--- src/rtl/div_seq.sv ---
// Sequencer around an iterative unsigned divider core: accepts one request,
// restarts and enables the core for a fixed latency, then holds the quotient.
module div_seq #(
  parameter int C_NUM_BITS = 24,
  parameter int C_LATENCY  = 51
) (
  input  logic                  CK,
  input  logic                  RN,
  input  logic                  in_valid,
  output logic                  in_ready,
  input  logic [C_NUM_BITS-1:0] in_a,
  input  logic [C_NUM_BITS-1:0] in_b,
  output logic                  out_valid,
  input  logic                  out_ready,
  output logic [C_NUM_BITS-1:0] out_q,
  output logic                  out_dbz,
  output logic                  busy,
  output logic                  div_rn,
  output logic                  div_e,
  output logic [C_NUM_BITS-1:0] div_a,
  output logic [C_NUM_BITS-1:0] div_b,
  input  logic [C_NUM_BITS-1:0] div_q
);

  localparam int CW = $clog2(C_LATENCY);
  localparam logic [CW-1:0] CNT_LAST = CW'(C_LATENCY - 1);

  typedef enum logic [1:0] {
    IDLE = 2'd0,
    CLR  = 2'd1,
    RUN  = 2'd2,
    DONE = 2'd3
  } state_t;

  state_t        state;
  logic [CW-1:0] cnt;

  // Handshake flags decode straight from the state register.
  assign in_ready  = (state == IDLE);
  assign busy      = (state != IDLE);
  assign out_valid = (state == DONE);

  // Request sequencing, core control and result capture.
  always_ff @(posedge CK or negedge RN) begin
    if (!RN) begin
      state   <= IDLE;
      cnt     <= '0;
      div_rn  <= 1'b0;
      div_e   <= 1'b0;
      div_a   <= '0;
      div_b   <= '0;
      out_q   <= '0;
      out_dbz <= 1'b0;
    end else begin
      case (state)
        IDLE: begin
          if (in_valid) begin
            div_a <= in_a;
            div_b <= in_b;
            if (in_b == '0) begin
              // Answered locally; the core is never released from reset.
              out_q   <= '1;
              out_dbz <= 1'b1;
              state   <= DONE;
            end else begin
              state <= CLR;
            end
          end
        end
        CLR: begin
          cnt    <= '0;
          div_rn <= 1'b1;
          div_e  <= 1'b1;
          state  <= RUN;
        end
        RUN: begin
          if (cnt == CNT_LAST) begin
            out_q   <= div_q;
            out_dbz <= 1'b0;
            div_e   <= 1'b0;
            div_rn  <= 1'b0;
            state   <= DONE;
          end else begin
            cnt <= cnt + CW'(1);
          end
        end
        DONE: begin
          if (out_ready) begin
            state <= IDLE;
          end
        end
        default: begin
          div_rn <= 1'b0;
          div_e  <= 1'b0;
          state  <= IDLE;
        end
      endcase
    end
  end

endmodule

--- config.mk ---
export PLATFORM = sky130hd
export DESIGN_NAME = div_seq
export DESIGN_NICKNAME = d
export VERILOG_FILES = /design/src/rtl/div_seq.sv
export SDC_FILE = /design/constraint.sdc
export NUM_CORES = 1
export LEC_CHECK = 0
export BUFFER_PORTS_ARGS = -buffer_cell sky130_fd_sc_hd__buf_2
export CORE_MARGIN = 2
export CORE_UTILIZATION = 35
export DETAILED_ROUTE_END_ITERATION = 10
export PLACE_DENSITY = 0.6
export SLEW_MARGIN = 10
export SYNTH_ARGS = -nofsm -noshare
export SYNTH_HDL_FRONTEND = slang
export SYNTH_SLANG_ARGS = --single-unit
--- constraint.sdc ---
create_clock -name CK -period 2.35 [get_ports CK]
set_clock_uncertainty 0.05 [all_clocks]
set_input_delay 0.235 -clock CK [delete_from_list [all_inputs] [get_ports CK]]
set_output_delay 0.235 -clock CK [all_outputs]
set_load 0.1 [all_outputs]
# Word-level counts from Yosys, hierarchy flattened
# Cells that the tools add are included.
dict set report word_totals {
  ff_bits 82
  latch_bits 0
  mem_bits_rw 0
  mem_bits_ro 0
  output_inout_bits 78
  elab_cells 43
  n_memories 0
}
dict set report op_classes {
  addsub 1
  n_mul 0
  n_div 0
  order_cmp 0
  n_eq_ne 9
  n_shift 0
  mux 16
  n_bitwise 0
  reduce_logical 10
}
# cell count
set ops {}
lappend ops {{2-to-1 mux 24 bit} 3}
lappend ops {{case mux 24 bit (2 select lines)} 1}
lappend ops {{zero test 24 bit} 1}
lappend ops {{case mux 6 bit (2 select lines)} 1}
lappend ops {{2-to-1 mux 2 bit} 4}
lappend ops {{case mux 2 bit (4 select lines)} 1}
lappend ops {{adder 6 x 1 -> 6 bit, second input constant} 1}
lappend ops {{equality test 6 bit, second input constant} 1}
lappend ops {{2-to-1 mux 6 bit} 1}
lappend ops {{inequality test 2 bit, second input constant} 3}
lappend ops {{AND reduction 2 bit} 3}
lappend ops {{nonzero test 2 bit} 3}
lappend ops {{equality test 2 bit, second input constant} 2}
lappend ops {{inequality test 2 x 1 -> 1 bit, second input constant} 2}
lappend ops {{case mux 1 bit (2 select lines)} 2}
lappend ops {{AND reduction 4 bit} 1}
lappend ops {{2-to-1 mux 1 bit} 3}
lappend ops {{AND reduction 3 bit} 1}
lappend ops {{equality test 2 x 1 -> 1 bit, second input constant} 1}
lappend ops {{zero test 2 bit} 1}

# Depth between registers and ports, before layout
# Gate-level depths: netlist of run 1.
dict set report logic_depth {
  word_depth 4
  depth_mapped 8
}

# Least setup slack after synthesis of run 1
# OpenSTA, ideal clock, no wires.
dict set report synth_timing {
  kind {register -> register}
  from {register state[0]}
  to {register out_q[0]}
  arrival_ns 2.773
  setup_slack_ns -0.604
  stages_incl_launch_ff 7
  path_buffers 1
  path_cell_list {dfrtp_1 -> inv_1 -> ha_1 -> inv_1 -> a31oi_4 -> buf_6 -> a221oi_2}
}
dict set report synth_between {
  elab_chain_cells 3
  elab_cells_between_ends 8
  cone_classes {eq/ne (4); mux (1); reduce/logical (3)}
}
# element line_no
set synth_rtl {}
lappend synth_rtl {{from (decl)} 35} ;# state_t state;
lappend synth_rtl {{from (signal assigned)} 46} ;# state <= IDLE;
lappend synth_rtl {{from (signal assigned)} 64} ;# state <= DONE;
lappend synth_rtl {{from (signal assigned)} 66} ;# state <= CLR;
lappend synth_rtl {{zero test 2 bit *} n/a}
lappend synth_rtl {{net in_ready} 10} ;# output logic in_ready,
lappend synth_rtl {{inequality test 2 x 1 -> 1 bit (no line), or another cell as far along} n/a}
lappend synth_rtl {{AND reduction 4 bit (no line)} n/a}
lappend synth_rtl {{to (signal assigned)} 78} ;# out_q <= div_q;
lappend synth_rtl {{to (decl)} 15} ;# output logic [C_NUM_BITS-1:0] out_q,
# The timed path passes the listed nets; every way through them passes the cells marked *.
# A chain may end at the register's enable or synchronous reset.

# Worst setup path in the final report of run 1
dict set report layout_timing {
  from {register state[0]}
  to {output in_ready}
}
dict set report layout_between {
  elab_chain_cells 1
}
# element line_no
set layout_rtl {}
lappend layout_rtl {{zero test 2 bit} 39} ;# assign in_ready = (state == IDLE);
lappend layout_rtl {{to (decl)} 10}
# No other way between the ends.

==> results of run 1 <==
## what timing repair did
action / in CTS / in global routing
hold buffers: 1 / 0
hold endpoints to repair: 42 / 0
resized for setup: 0 / 0
## per-layer routing
| layer | track usage [%] | part of all wire (%) | vias to the layer above |
|---|---|---|---|
| met5 | 0 | 0 | - |
| met4 | 7.480 | 2.3 | 0 |
| met3 | 7.729 | 9.5 | 22 |
| met2 | 28.52 | 46 | 165 |
| met1 | 21.30 | 42 | 1708 |
| li1 | - | - | 1652 |
## cell families (layout without fill, tap and decap cells)
family	count (synthesis)	after routing	synth area share, %
AO/OA/AOI/OAI	87	87	18.85
flip-flops	82	82	48.01
buffers and inverters	78	230	8.197
AND/OR/NAND/NOR	65	65	9.193
multiplexers	52	52	13.58
adder cells (fa/ha/maj)	6	6	1.756
XOR/XNOR	2	2	0.4099
## layout make-up
type                            count  area (µm²)  area share (%)
Clock buffer                       12       256.5           4.644
Clock inverter                      4       50.05          0.9062
Inverter                           51       195.2           3.534
Multi-Input combinational cell    212        1889           34.21
Sequential cell                    82        2052           37.15
Tap cell                          147       183.9           3.330
Timing Repair Buffer              163       895.9           16.22
## worst reg2reg max path: stages, from the launching register on
cell,delay (ps)
dfrtp_1,400
inv_1,150
ha_4,170
clkinvlp_4,110
a31oi_4,840
a221oi_1,240
## final timing paths
check / from / to / slack, ps / depth (start not counted)
min: in_a[3] / div_a[3] / 70 / 2
min reg2reg: div_b[23] / div_b[23] / 450 / 1
max in group asynchronous: RN / cnt[1] / 1230 / 3
min in group asynchronous: RN / out_q[5] / 390 / 2
max: state[0] / in_ready / 150 / 4
max reg2reg: state[0] / out_q[21] / 210 / 5
## through the flow
step	worst slack, ps	util [%]	instance area [µm²]
finish	152.1	46.17	5523
floorplan	78.49	-	4290
detailed placement	195.4	43.53	5206
CTS	130.3	46.17	5523
global route	57.48	46.17	5523
global placement	242.4	43.53	5206
## state kept, by name (all words and copies together), names as in the netlist
signal and flops:
div_a 24, div_b 24, out_q 24, cnt 6, state 2, div_e 1, out_dbz 1
## cells in the final DEF (no fill, tap or decap), drive strengths merged, types with 2 or more instances in the layout
| cell type | netlist | routed |
|---|---|---|
| buf | 17 | 162 |
| dfrtp | 82 | 82 |
| inv | 51 | 50 |
| mux2 | 48 | 48 |
| nor2 | 27 | 27 |
| o22ai | 24 | 24 |
| a41oi | 23 | 23 |
| a221oi | 23 | 23 |
| clkbuf | 10 | 12 |
| nand2 | 7 | 7 |
| nor4 | 7 | 7 |
| o21ai | 6 | 6 |
| ha | 6 | 6 |
| a21oi | 5 | 5 |
| mux2i | 4 | 4 |
| nand2b | 4 | 4 |
| clkinvlp | 0 | 3 |
| nand4 | 3 | 3 |
| nor3 | 3 | 3 |
| nand3 | 2 | 2 |
| nor2b | 2 | 2 |
| and2 | 2 | 2 |
| a31oi | 2 | 2 |
==> run summary, run 1 <==
vias - 3547
area leader, netlist - dfrtp_1
Crit path max-delay family - buffers and inverters
grt ovf - 0
EDFF count, synth - 0
critical path arrival - 1910 ps
Total Die Area - 13110 µm²
Synth Register Bits - 82
fraction of the cycle the final worst path needs - 93.53%
Max Root-Sink Buffers - 2
ys flop type - dfrtp_1
Mapped Avg Cell Area - 11.49 µm²
Post-CTS Setup Repair Bufs - 0
vias in the first global route - 3692
buffer and inverter count on the worst path - 3
asr flop ratio synth - 100.0%
WL final - 11320 µm
CP endpoint kind - primary output
Root Buffer - clkbuf_16
Cell Chain, Critical Path - inv_1, ha_4, buf_4, buf_2
Layout Cells excl Fill - 671
IO buf count - 153
Slew Viols, Final - 0
Crit Path Max Fanout - 31
num rows - 40
# IOs - 154
required time of the critical path - 2070 ps
yosys warns - 0
average wire per standard cell - 16.87 µm
post-synthesis sequential area ratio - 48.01%
H-tree Lvls - 3
number of buffers created by CTS - 9
Post-Syn Instances - 372
CTS tree - done
top-count cell post-synth - dfrtp_1
total placed cells including tap cells - 654
Commonest cells post-synth - 82 x dfrtp_1, 51 x inv_1, 48 x mux2_2, 27 x nor2_1, 24 x o22ai_1
fillers - 1102
first-pass GRT wire length - 18200 µm
WHS - 71.40 ps
final setup vio count - 0
Tot GR Track Use - 17.95%
Fin. Hold Viols - 0
top cells by area, synth - dfrtp_1 48%, mux2_2 13%, a221oi_2 7.0%, a41oi_1 4.7%, inv_1 4.5%
initial antenna violation count - 0
CP Launch Type - flop
DRT Pass-1 Iters - 5
fmax - 455.0 MHz
worst slew pin tran - 1067 ps
distinct cell type count after synthesis - 45
crit path kind - reg2out
growth of design area from synthesis to finish - 29.22%
Core ar. - 11960 µm²
Worst-Skew Late Latency - 340 ps
status - completed
fin nets - 601
largest stage delay on the critical path - 500 ps
RSZ-0062 raised after global routing - no
final worst path period need - 2198 ps
Routed Antenna Nets - 0
MaxCap Viol Count - 0
Ant. Diodes - 0
Worst path slowest cell - buf_2
hpwl dp - 7831 µm
Initial Util - 35.73%
Placer Congestion - 0.7538
Via-to-Cell Ratio - 5.286
share of Yosys cell area claimed by the top area cell type - 48.01%
initial drt markers - 189
relative slew slack - 28.85%
Clock Pin Slew Worst Setup and Hold Paths - 60 ps
share of cells above drive strength 1 - 50.19%
Synthesized Nets - 454
width of the die - 114.5 µm
Fin Setup TNS - 0 ps
# DRC - 0
DIE HEIGHT - 114.5 µm
Hold Crit Class - in2reg
Mapped Area - 4274 µm²
largest net degree at the start of global routing - 49
Sink Count - 82
Power of run 1 is not shown: default switching activity piles up to over one toggle a cycle in this logic, so the estimate is an artifact.
==> run 2: changes to the inputs <==
--- a/config.mk
+++ b/config.mk
@@ -9,7 +9,7 @@
 export CORE_MARGIN = 2
 export CORE_UTILIZATION = 35
 export DETAILED_ROUTE_END_ITERATION = 10
-export PLACE_DENSITY = 0.6
+export PLACE_DENSITY_LB_ADDON = 0.3
 export SLEW_MARGIN = 10
 export SYNTH_ARGS = -nofsm -noshare
 export SYNTH_HDL_FRONTEND = slang
==> run 2 against run 1 <==
Net effect: utilization increased by 0.12 points; die area unchanged; critical endpoint unchanged; register-to-register slack about the same; via count increased by 0.11%; clock-buffer cell count decreased by 1; sequential share of layout area decreased by 0.092 points; flip-flop and latch count unchanged; final area increased by 0.25%; routed wire length decreased by 1.6%; critical path type unchanged.
==> run summary, run 2 (same netlist as run 1, synthesis figures left out) <==
status - completed (unchanged)
share of cells above drive strength 1 - 50.10% (was 50.19%)
Total Die Area - 13110 µm² (unchanged)
IO buf count - 153 (unchanged)
CP Launch Type - flop (unchanged)
vias - 3551 (was 3547)
Max Root-Sink Buffers - 2 (unchanged)
fmax - 455.6 MHz (was 455.0 MHz)
relative slew slack - 29.13% (was 28.85%)
critical path arrival - 1910 ps (about the same)
final setup vio count - 0 (unchanged)
Hold Crit Depth - 2 (unchanged)
Worst path slowest cell - buf_2 (unchanged)
H-tree Lvls - 3 (unchanged)
Cell Chain, Critical Path - inv_1, ha_4, buf_4, buf_2 (unchanged)
Initial Util - 35.73% (unchanged)
most common cell after layout, fill and taps aside - buf_2 (unchanged)
MaxCap Viol Count - 0 (unchanged)
first-pass GRT wire length - 18340 µm (was 18200 µm)
Hold Crit Class - in2reg (unchanged)
Sink Count - 82 (unchanged)
final worst path period need - 2195 ps (was 2198 ps)
Crit Path Max Fanout - 31 (unchanged)
required time of the critical path - 2070 ps (about the same)
# DRC - 0 (unchanged)
average wire per standard cell - 16.63 µm (was 16.87 µm)
largest stage delay on the critical path - 500 ps (about the same)
vias in the first global route - 3693 (was 3692)
worst slew pin tran - 1063 ps (was 1067 ps)
Slew Viols, Final - 0 (unchanged)
Routed Antenna Nets - 0 (unchanged)
fraction of the cycle the final worst path needs - 93.39% (was 93.53%)
width of the die - 114.5 µm (unchanged)
WL final - 11140 µm (was 11320 µm)
Worst R2R Path Depth - 5 (unchanged)
Tot GR Track Use - 17.81% (was 17.95%)
Core ar. - 11960 µm² (unchanged)
initial antenna violation count - 1 (was 0)
Root Buffer - clkbuf_16 (unchanged)
largest net degree at the start of global routing - 53 (was 49)
DRT Pass-1 Iters - 4 (was 5)
Worst-Skew Late Latency - 340 ps (about the same)
number of buffers created by CTS - 9 (unchanged)
grt ovf - 0 (unchanged)
RSZ-0062 raised after global routing - no (unchanged)
Fin. Hold Viols - 0 (unchanged)
Fin Setup TNS - 0 ps (unchanged)
fin nets - 600 (was 601)
Via-to-Cell Ratio - 5.300 (was 5.286)
crit path kind - reg2out (unchanged)
fillers - 1129 (was 1102)
Top Registers - div_a: 24 flops, div_b: 24 flops, out_q: 24 flops (unchanged)
growth of design area from synthesis to finish - 29.54% (was 29.22%)
most frequent cells in the layout - 152 x buf_2, 82 x dfrtp_1, 50 x inv_1 (unchanged)
Ant. Diodes - 0 (unchanged)
initial drt markers - 212 (was 189)
Clock Pin Slew Worst Setup and Hold Paths - 60 ps (about the same)
num rows - 40 (unchanged)
Placer Congestion - 0.7684 (was 0.7538)
CP endpoint kind - primary output (unchanged)
# IOs - 154 (unchanged)
hpwl dp - 7706 µm (was 7831 µm)
DIE HEIGHT - 114.5 µm (unchanged)
CTS tree - done (unchanged)
run 2: cell types whose count changed in the layout (fill, tap and decap cells not counted), sizes merged:
cell      previous run  this run
buf                162       161
bufinv               1         2
clkbuf              12        11
clkinv               1         0
clkinvlp             3         2
inv                 50        52
run 2: worst max-delay path: cells and delay by family, from the launching register on:
family,cells,cell delay (ps)
DFF,1,400
buffers and inverters,3,990
adders and majority gates,1,170
run 2: stage by stage:
| stage | util, % | area (µm²) | cells | setup slack [ps] | hold slack (ps) |
|---|---|---|---|---|---|
| floorplan | - | 4290 | 372 | 78.49 | -110.6 |
| global placement | 43.46 | 5199 | 653 | 245.5 | 155.5 |
| global route | 46.29 | 5537 | 670 | 22.27 | 58.06 |
| detailed placement | 43.46 | 5199 | 653 | 184.4 | 164.2 |
| CTS | 46.29 | 5537 | 670 | 143.4 | 56.46 |
| finish | 46.29 | 5537 | 670 | 155.3 | 72.22 |
run 2: area by class of cell:
| class | count | area [µm²] | share of cell area [%] |
|---|---|---|---|
| Sequential cell | 82 | 2052 | 37.06 |
| Multi-Input combinational cell | 212 | 1889 | 34.12 |
| Timing Repair Buffer | 162 | 888.4 | 16.05 |
| Clock buffer | 11 | 242.7 | 4.384 |
| Inverter | 51 | 195.2 | 3.525 |
| Tap cell | 147 | 183.9 | 3.322 |
| Clock inverter | 5 | 85.08 | 1.537 |
run 2: path summary, 6_finish.rpt:
check / from / end / slack [ps]
min in group asynchronous: RN / out_q[10] / 330
worst max register to register: state[0] / out_q[21] / 210
max in group asynchronous: RN / div_b[0] / 1290
worst min-delay path: in_a[4] / div_a[4] / 70
worst min register to register: div_a[18] / div_a[18] / 450
worst max-delay path: state[0] / in_ready / 160
run 2: repair_timing:
item,4_1_cts,5_1_grt
resized for setup,0,0
endpoints found under the hold margin,30,0
setup endpoints to repair,0,0
buffers inserted,0,0
hold buffers,1,0
run 2: per-layer routing:
layer | vias to the layer above | track usage, % | routed length (µm)
met4 | 2 | 7.561 | 248
met5 | - | 0 | 13
met1 | 1733 | 21.61 | 4815
met3 | 19 | 6.035 | 906
met2 | 145 | 28.88 | 5155
li1 | 1652 | - | -
Power of run 2 is left out for the same reason.
==> run 3: changes to the inputs <==
--- a/config.mk
+++ b/config.mk
@@ -6,8 +6,11 @@
 export NUM_CORES = 1
 export LEC_CHECK = 0
 export BUFFER_PORTS_ARGS = -buffer_cell sky130_fd_sc_hd__buf_2
+export CELL_PAD_IN_SITES_DETAIL_PLACEMENT = 2
+export CELL_PAD_IN_SITES_GLOBAL_PLACEMENT = 2
 export CORE_MARGIN = 2
-export CORE_UTILIZATION = 35
+export CORE_UTILIZATION = 31
+export CTS_CLUSTER_SIZE = 20
 export DETAILED_ROUTE_END_ITERATION = 10
 export PLACE_DENSITY_LB_ADDON = 0.3
 export SLEW_MARGIN = 10
==> run 3 against run 2 <==
Net effect: fmax shrank 1.6%; flip-flop and latch count is the same; global-route usage grew 1.5 points; die area grew 12%; register-to-register slack is essentially flat; final cell count grew 4.8%; critical endpoint unchanged; largest cell class unchanged; highest routed layer unchanged.
==> run summary, run 3 (same netlist as run 1, synthesis figures left out) <==
FF+latch area - 2052 µm² (unchanged)
Top Registers - div_a: 24 flops, div_b: 24 flops, out_q: 24 flops (unchanged)
Initial Util - 32.02% (was 35.73%)
required time of the critical path - 2070 ps (about the same)
most frequent cells in the layout - 152 x buf_2, 82 x dfrtp_1, 50 x inv_1 (unchanged)
vias in the first global route - 4099 (was 3693)
DIE HEIGHT - 121.4 µm (was 114.5 µm)
Crit path max-delay family - buffers and inverters (unchanged)
final worst path period need - 2229 ps (was 2195 ps)
Placer Congestion - 0.7351 (was 0.7684)
Slew Viols, Final - 0 (unchanged)
fraction of the cycle the final worst path needs - 94.87% (was 93.39%)
CTS tree - done (unchanged)
CP Launch Type - flop (unchanged)
DRT Pass-1 Iters - 4 (unchanged)
Crit Path Max Fanout - 31 (unchanged)
average wire per standard cell - 19.05 µm (was 16.63 µm)
relative slew slack - 27.22% (was 29.13%)
grt ovf - 0 (unchanged)
WL final - 13370 µm (was 11140 µm)
Root Buffer - clkbuf_16 (unchanged)
Hold Crit Class - in2reg (unchanged)
initial antenna violation count - 1 (unchanged)
status - completed (unchanged)
Total Die Area - 14740 µm² (was 13110 µm²)
growth of design area from synthesis to finish - 31.76% (was 29.54%)
Routed Antenna Nets - 0 (unchanged)
MaxCap Viol Count - 0 (unchanged)
IO buf count - 153 (unchanged)
number of buffers created by CTS - 9 (unchanged)
Tot GR Track Use - 19.31% (was 17.81%)
largest stage delay on the critical path - 500 ps (about the same)
Fin Setup TNS - 0 ps (unchanged)
Fin. Hold Viols - 0 (unchanged)
buffer and inverter count on the worst path - 3 (unchanged)
first-pass GRT wire length - 21760 µm (was 18340 µm)
fillers - 1423 (was 1129)
num rows - 42 (was 40)
H-tree Lvls - 3 (unchanged)
CP endpoint kind - primary output (unchanged)
critical path arrival - 1940 ps (was 1910 ps)
Cell Chain, Critical Path - inv_1, ha_4, buf_4, buf_2 (unchanged)
crit path kind - reg2out (unchanged)
worst slew pin tran - 1092 ps (was 1063 ps)
multi-input logic area - 1889 µm² (unchanged)
RSZ-0062 raised after global routing - no (unchanged)
final setup vio count - 0 (unchanged)
Worst path slowest cell - buf_2 (unchanged)
Core ar. - 13350 µm² (was 11960 µm²)
Max Root-Sink Buffers - 2 (unchanged)
width of the die - 121.4 µm (was 114.5 µm)
share of cells above drive strength 1 - 50.48% (was 50.10%)
fin nets - 604 (was 600)
largest net degree at the start of global routing - 49 (was 53)
Sink Count - 82 (unchanged)
vias - 3604 (was 3551)
hpwl dp - 9567 µm (was 7706 µm)
fmax - 448.5 MHz (was 455.6 MHz)
Via-to-Cell Ratio - 5.134 (was 5.300)
Clock Pin Slew Worst Setup and Hold Paths - 60 ps (about the same)
# DRC - 0 (unchanged)
Worst-Skew Late Latency - 340 ps (about the same)
initial drt markers - 104 (was 212)
most common cell after layout, fill and taps aside - buf_2 (unchanged)
# IOs - 154 (unchanged)
run 3: changes by cell type in the layout (fill, tap and decap cells not counted), sizes merged, moves of 2 or more:
cell    previous run  this run
buf              161       165
bufinv             2         4
clkbuf            11         9
inv               52        50
run 3: cell type report:
cell class                 instances  area share [%]
tap                              176           3.910
antenna                            1         0.04443
inverter                          51           3.466
clock buffer                       9           3.999
clock inverter                     5           2.288
sequential                        82           36.44
multi-input combinational        212           33.55
timing repair buffer             166           16.31
run 3: final timing paths:
path                                 from         to  slack [ps]  depth (start not counted)
worst max register to register   state[1]  out_q[20]         200                          5
min in group asynchronous              RN   out_q[3]         370                          2
max in group asynchronous              RN   div_b[4]        1230                          3
worst min-delay path             in_a[15]  div_a[15]          70                          2
worst min register to register  div_a[12]  div_a[12]         450                          1
worst max-delay path             state[1]   in_ready         120                          4
run 3: stage by stage:
step	setup WS, ps	instance area [µm²]	util (%)	cells	hold slack [ps]
detailed placement	180.1	5265	39.45	686	191.8
CTS	86.60	5629	42.17	701	55.58
global route	10.45	5629	42.17	701	64.89
global placement	224.7	5265	39.45	686	190.4
finish	120.6	5632	42.19	702	71.73
floorplan	78.49	4290	-	372	-110.6
run 3: layer usage:
layer | part of all wire [%] | vias up | global-route usage [%]
met4 | 1.2 | 2 | 6.250
li1 | - | 1659 | -
met2 | 50 | 123 | 33.46
met1 | 40 | 1808 | 21.60
met3 | 8.9 | 12 | 7.754
met5 | 0.12 | - | 0
run 3: what timing repair did:
item	4_1_cts	5_1_grt
gates resized for setup	0	0
setup endpoints to repair	0	0
setup buffers	0	0
endpoints found under the hold margin	36	0
hold buffers	1	0
Power of run 3 is left out for the same reason.
